--- config.mk ---
export PLATFORM = sky130hd
export DESIGN_NAME = square_iterate
export DESIGN_NICKNAME = d
export VERILOG_FILES = /design/src/rtl/square_iterate.sv
export SDC_FILE = /design/constraint.sdc
export NUM_CORES = 1
export LEC_CHECK = 0
export ABC_CLOCK_PERIOD_IN_PS = 3500
export CORE_MARGIN = 2
export CORE_UTILIZATION = 50
export DETAILED_ROUTE_END_ITERATION = 7
export PLACE_DENSITY_LB_ADDON = 0.15
export SYNTH_ARGS = -nofsm -noshare
export SYNTH_HDL_FRONTEND = slang
export SYNTH_SLANG_ARGS = --single-unit
--- constraint.sdc ---
create_clock -name clk -period 3.5 [get_ports clk]
set_clock_uncertainty 0.05 [all_clocks]
set_input_delay 0.35 -clock clk [delete_from_list [all_inputs] [get_ports clk]]
set_output_delay 0.35 -clock clk [all_outputs]
set_load 0.05 [all_outputs]
--- src/rtl/square_iterate.sv ---
// ---------------------------------------------------------------------------
// square_iterate
//
// Iterative squarer for the 16-bit unpacked floating-point path. It accepts
// an operand that has already been split into sign, unbiased exponent,
// 11-bit mantissa and class flags. It squares the mantissa with an 11-step
// shift-add loop and then renormalises the product. The result is returned
// on the same field/flag bundle that the sqrt unit produces, so the
// downstream packing logic can be shared between the two units.
//
// Special operands (NaN, +/-Inf, zero/subnormal) are resolved on the
// accepting edge without iterating.
//
// Ports
//   clk          rising-edge clock
//   rst          asynchronous active-high reset
//   enable       clock enable; when low, every register holds
//   n_valid      operand present; accepted only while idle
//   is_nan_in    operand is NaN
//   is_pinf_in   operand is +Inf
//   is_ninf_in   operand is -Inf
//   is_num       operand is finite (zero, subnormal or normal)
//   sign_in      operand sign
//   exp_in       signed unbiased exponent (-15 zero/subnormal, 16 Inf/NaN)
//   mant_in      mantissa; bit 10 integer bit, bit 9 NaN quiet bit
//   it_valid     unit busy, or has just accepted an operand
//   result       one-cycle pulse; output fields are final
//   sign_out     result sign
//   exp_out      result signed unbiased exponent
//   mant_out     result mantissa
//   is_nan_out   result is NaN
//   is_pinf_out  result is +Inf
//   is_ninf_out  result is -Inf (a square never is, so this stays 0)
//
// States
//   ST_IDLE | waiting for an operand; n_valid starts a new operation
//   ST_BUSY | shift-add iteration in progress; n_valid is ignored
// ---------------------------------------------------------------------------
module square_iterate (
    input  logic               clk,
    input  logic               rst,
    input  logic               enable,
    input  logic               n_valid,
    input  logic               is_nan_in,
    input  logic               is_pinf_in,
    input  logic               is_ninf_in,
    input  logic               is_num,
    input  logic               sign_in,
    input  logic signed [6:0]  exp_in,
    input  logic [10:0]        mant_in,
    output logic               it_valid,
    output logic               result,
    output logic               sign_out,
    output logic signed [6:0]  exp_out,
    output logic [10:0]        mant_out,
    output logic               is_nan_out,
    output logic               is_pinf_out,
    output logic               is_ninf_out
);

    typedef enum logic {
        ST_IDLE = 1'b0,
        ST_BUSY = 1'b1
    } state_t;

    localparam logic [3:0]        ITER_STEPS = 4'd11;
    localparam logic signed [6:0] EXP_ZERO   = -7'sd15;
    localparam logic signed [6:0] EXP_SPEC   = 7'sd16;
    localparam logic [10:0]       MANT_ONE   = 11'b100_0000_0000;
    localparam logic [10:0]       QUIET_BIT  = 11'b010_0000_0000;

    state_t             state, state_nxt;
    logic [3:0]         iter, iter_nxt;
    logic [21:0]        mcand, mcand_nxt;
    logic [10:0]        mplier, mplier_nxt;
    logic [21:0]        acc, acc_nxt;
    logic signed [6:0]  exp_lat, exp_lat_nxt;

    logic               it_valid_nxt;
    logic               result_nxt;
    logic               sign_out_nxt;
    logic signed [6:0]  exp_out_nxt;
    logic [10:0]        mant_out_nxt;
    logic               is_nan_out_nxt;
    logic               is_pinf_out_nxt;

    logic               start;
    logic               op_nan;
    logic               op_inf;
    logic               op_zero;
    logic [21:0]        partial;
    logic [21:0]        prod;
    logic [10:0]        mant_norm;
    logic signed [7:0]  e_sq;

    // Operand classification. A non-finite operand with no class flag set
    // is treated as NaN so that a malformed bundle never looks numeric.
    assign start   = enable & n_valid & (state == ST_IDLE);
    assign op_nan  = is_nan_in | (~is_num & ~is_pinf_in & ~is_ninf_in);
    assign op_inf  = is_pinf_in | is_ninf_in;
    assign op_zero = (exp_in == EXP_ZERO);

    // The multiplicand is kept pre-shifted, so its alignment to the current
    // step is implicit. On the last step, prod already includes that step's
    // partial product, which lets the result be registered on the same edge.
    assign partial = mplier[0] ? mcand : 22'd0;
    assign prod    = acc + partial;

    // Normalisation: a 1.x * 1.x product lies in [1, 4). Bit 21 selects the
    // window and adds one to the doubled exponent. The low bits are
    // truncated. The exponent is carried in 8 bits so that the doubled
    // range never wraps before the range checks.
    always_comb begin
        if (prod[21]) begin
            mant_norm = prod[21:11];
        end else begin
            mant_norm = prod[20:10];
        end
        e_sq = signed'({exp_lat, 1'b0}) + signed'({7'd0, prod[21]});
    end

    always_ff @(posedge clk or posedge rst) begin
        if (rst) begin
            state <= ST_IDLE;
        end else begin
            state <= state_nxt;
        end
    end

    always_comb begin
        state_nxt       = state;
        iter_nxt        = iter;
        mcand_nxt       = mcand;
        mplier_nxt      = mplier;
        acc_nxt         = acc;
        exp_lat_nxt     = exp_lat;
        it_valid_nxt    = it_valid;
        result_nxt      = result;
        sign_out_nxt    = sign_out;
        exp_out_nxt     = exp_out;
        mant_out_nxt    = mant_out;
        is_nan_out_nxt  = is_nan_out;
        is_pinf_out_nxt = is_pinf_out;

        if (enable) begin
            result_nxt   = 1'b0;
            it_valid_nxt = 1'b0;

            unique case (state)
                ST_IDLE: begin
                    if (start) begin
                        it_valid_nxt = 1'b1;
                        if (op_nan) begin
                            result_nxt      = 1'b1;
                            sign_out_nxt    = sign_in;
                            exp_out_nxt     = EXP_SPEC;
                            mant_out_nxt    = mant_in | QUIET_BIT;
                            is_nan_out_nxt  = 1'b1;
                            is_pinf_out_nxt = 1'b0;
                        end else if (op_inf) begin
                            result_nxt      = 1'b1;
                            sign_out_nxt    = 1'b0;
                            exp_out_nxt     = EXP_SPEC;
                            mant_out_nxt    = MANT_ONE;
                            is_nan_out_nxt  = 1'b0;
                            is_pinf_out_nxt = 1'b1;
                        end else if (op_zero) begin
                            // Any zero/subnormal squared is below 2^-14.
                            result_nxt      = 1'b1;
                            sign_out_nxt    = 1'b0;
                            exp_out_nxt     = EXP_ZERO;
                            mant_out_nxt    = 11'd0;
                            is_nan_out_nxt  = 1'b0;
                            is_pinf_out_nxt = 1'b0;
                        end else begin
                            state_nxt       = ST_BUSY;
                            iter_nxt        = ITER_STEPS;
                            mcand_nxt       = {11'd0, mant_in};
                            mplier_nxt      = mant_in;
                            acc_nxt         = 22'd0;
                            exp_lat_nxt     = exp_in;
                            is_nan_out_nxt  = 1'b0;
                            is_pinf_out_nxt = 1'b0;
                        end
                    end
                end

                ST_BUSY: begin
                    it_valid_nxt = 1'b1;
                    acc_nxt      = prod;
                    mcand_nxt    = {mcand[20:0], 1'b0};
                    mplier_nxt   = {1'b0, mplier[10:1]};
                    iter_nxt     = iter - 4'd1;

                    if (iter == 4'd1) begin
                        state_nxt    = ST_IDLE;
                        result_nxt   = 1'b1;
                        sign_out_nxt = 1'b0;
                        if (e_sq > 8'sd15) begin
                            exp_out_nxt     = EXP_SPEC;
                            mant_out_nxt    = MANT_ONE;
                            is_pinf_out_nxt = 1'b1;
                        end else if (e_sq < -8'sd14) begin
                            exp_out_nxt     = EXP_ZERO;
                            mant_out_nxt    = 11'd0;
                        end else begin
                            exp_out_nxt     = e_sq[6:0];
                            mant_out_nxt    = mant_norm;
                        end
                    end
                end

                default: begin
                    state_nxt = ST_IDLE;
                end
            endcase
        end
    end

    always_ff @(posedge clk or posedge rst) begin
        if (rst) begin
            iter        <= 4'd0;
            mcand       <= 22'd0;
            mplier      <= 11'd0;
            acc         <= 22'd0;
            exp_lat     <= 7'sd0;
            it_valid    <= 1'b0;
            result      <= 1'b0;
            sign_out    <= 1'b0;
            exp_out     <= 7'sd0;
            mant_out    <= 11'd0;
            is_nan_out  <= 1'b0;
            is_pinf_out <= 1'b0;
        end else begin
            iter        <= iter_nxt;
            mcand       <= mcand_nxt;
            mplier      <= mplier_nxt;
            acc         <= acc_nxt;
            exp_lat     <= exp_lat_nxt;
            it_valid    <= it_valid_nxt;
            result      <= result_nxt;
            sign_out    <= sign_out_nxt;
            exp_out     <= exp_out_nxt;
            mant_out    <= mant_out_nxt;
            is_nan_out  <= is_nan_out_nxt;
            is_pinf_out <= is_pinf_out_nxt;
        end
    end

    assign is_ninf_out = 1'b0;

endmodule

==> out/results.txt <==
status = complete, no violations
routability cong. = 0.8814
initial detailed-routing violation count = 354
crit share post-route = 89.97%
first-pass GRT wire length = 19.53 mm
Die Width = 103.5 um
compound-gate portion of the synthesized area = 24.16%
syn_area_per_cell = 10.19 um^2
# diodes = 0
Setup TNS Final = 0 ps
Hold-fix buffers, CTS = 0
mux contribution to synthesized area = 4.246%
Sink Count = 90
synthesized area = 4951 um^2
Post-Place Cells = 649
Clock Latency Late Sink = 360 ps
#FFs+latches synth = 90
largest net degree at the start of global routing = 51
final critical-path required period = 3149 ps
fill count = 864
DR DRC count = 0
vias per cell = 5.886
Async S/R FF share, synth = 100.0%
synth warn = 0
CP required = 3750 ps
Crit-path slowest cell = fa_1
fin. max-slew vios = 0
FP Rows = 36
Adder-Cell Fraction of Synth Area = 6.217%
antenna-violating nets left = 0
CTS Buffer Depth = 2
Yosys top cell area share = 45.49%
die height = 103.5 um
Post-CTS Setup Bufs = 0
Non-Filler Instances = 665
peak supply drop = 412.7 uV
number of gates resized after cts = 0
actual slew at the worst max-slew pin = 893.7 ps
Crit path largest cell delay = 450 ps
Final setup viols = 0
Final Core Density = 59.69%
DR pass1 iterations = 6
CTS tree = yes
worst relative slew slack = 40.42%
Peak Freq = 317.6 MHz
Setup CP Type = flop to flop
GR Overflow Total = 0
CP endpoint kind = flop
core area = 9684 um^2
CP bufs+invs = 0
initial antenna violation count = 0
Top Family by Delay on Critical Path = compound AO/OA/AOI/OAI gates
layout cells sized above 1 = 8.835%
Post-Synth XOR/XNOR Area = 3.336%
WHS = 399.4 ps
DR WL/cell = 17.28 um
Num CTS Buffers = 9
via count = 3914
H-tree depth = 3
total nets after synthesis = 537
WP data arrival = 3390 ps
Unique masters post-synth = 60
crit start category = flop
RSZ-0062 raised after global routing = no
die area = 10710 um^2
Seq/Total Area, Yosys = 45.49%
clock-pin slew on the worst setup and hold paths = 90 ps
Simple-Gate Fraction of Synth Area = 11.50%
final WL = 11.49 mm
largest family of logic cells by synthesized area = compound AO/OA/AOI/OAI gates
I/O Pins = 51
clock root buffer = clkbuf_8
vias in the first global route = 3886
Worst Hold Class = primary input to asynchronous set/reset pin
PwrDens = 704.1 nW/um^2
# nets final = 578
cell chain of the critical path = and2_1 > ha_1 > fa_1 > a211oi_1 > o21ai_1 > or4b_4 > a31oi_4 > a2111o_1 > o2111ai_1 > mux2i_1 > a21oi_1
total track usage = 22.41%
Hold Fails Final Rpt = 0
crit path max fanout = 6
most frequent cell after synthesis = dfrtp_1
Post-synth EDFFs = 0
Initial Utilization = 51.12%
max-cap violations = 0
leading area contributor after synthesis = dfrtp_1
DPL Wire Length = 8.419 mm
cell count after synthesis = 486
Synth area leaders = dfrtp_1, a22o_1, ha_1
port bufs = 49
Leak Pwr = 2.760 nW
commonest cells in the netlist = dfrtp_1, a22o_1, inv_1
Top FF cell, synth = dfrtp_1
area grow syn2layout = 16.76%
[layout by cell type, fill, tap and decap left out, types with 7 or more instances in the layout]
| cell | netlist | routed |
|---|---|---|
| a21o_1 | 8 | 8 |
| a222oi_1 | 20 | 20 |
| ha_1 | 23 | 23 |
| nand3_1 | 11 | 11 |
| o21ai_1 | 7 | 7 |
| and2_1 | 22 | 21 |
| nand2_1 | 25 | 24 |
| xor2_1 | 8 | 8 |
| dfrtp_1 | 90 | 90 |
| buf_4 | 1 | 9 |
| o21ai_0 | 18 | 18 |
| mux2_2 | 8 | 8 |
| xnor2_1 | 9 | 9 |
| clkdlybuf4s50_1 | 0 | 49 |
| mux2i_1 | 12 | 12 |
| a21oi_1 | 28 | 28 |
| a22o_1 | 34 | 34 |
| clkbuf_8 | 0 | 10 |
| nor2_1 | 28 | 27 |
| o22ai_1 | 7 | 7 |
| inv_1 | 33 | 32 |
[flip-flops by register name, indices dropped and copies added (netlist names)]
name / count
mcand: 22
is_nan_out: 1
exp_lat: 7
mplier: 11
mant_out: 11
exp_out: 7
result: 1
acc: 22
it_valid: 1
is_pinf_out: 1
sign_out: 1
iter: 4
state: 1
[routing by layer]
metal	track usage [%]	vias to the layer above	wire length, um
li1	-	1885	-
met1	32.56	1913	5582
met2	32.92	89	5188
met3	3.210	27	402
met4	11.00	0	320
met5	0	-	0
[cells by family after synthesis]
family                   count (synthesis)
flip-flops                              90
AND/OR/NAND/NOR                        112
other                                    1
multiplexers                            20
adder cells (fa/ha/maj)                 24
XOR/XNOR                                18
AO/OA/AOI/OAI                          159
buffers and inverters                   62
[power by group]
part | leakage, nW | internal [W] | total, W | switching (W)
combinational | 1.48 | 0.000651 | 0.00168 | 0.00103
sequential | 1.18 | 0.00139 | 0.00166 | 0.000271
clock | 0.0966 | 0.000351 | 0.000732 | 0.000381
[cell type report]
| class | instances | area, um^2 | area share, % |
|---|---|---|---|
| multi-input cells | 334 | 2462 | 42.60 |
| clock buffers | 12 | 145.1 | 2.511 |
| inverters | 33 | 125.1 | 2.165 |
| flip-flops and latches | 90 | 2252 | 38.96 |
| clock inverters | 4 | 51.30 | 0.8874 |
| well taps | 133 | 166.4 | 2.879 |
| repair buffers | 59 | 578.1 | 10.00 |
[path summary, 6_finish.rpt]
check	from	end	slack, ps	cells after the start
max	mplier[0]	mant_out[7]	350	11
min	rst	acc[3]	400	2
max reg2reg	mplier[0]	mant_out[7]	350	11
min reg2reg	exp_out[2]	exp_out[2]	430	2
max in group asynchronous	rst	acc[11]	2280	3
min in group clk	exp_out[2]	exp_out[2]	430	2
[stage by stage]
stage,setup slack [ps],cell area (um^2),total power [W]
after floorplan,695.9,4951,0.002808
after global placement,474.6,5584,0.003317
after detailed placement,390.0,5584,0.003358
after CTS,363.5,5781,0.004096
after global routing,120.7,5781,0.004324
final,351.1,5781,0.004070
No activity file was read; power rests on OpenSTA's default activity.
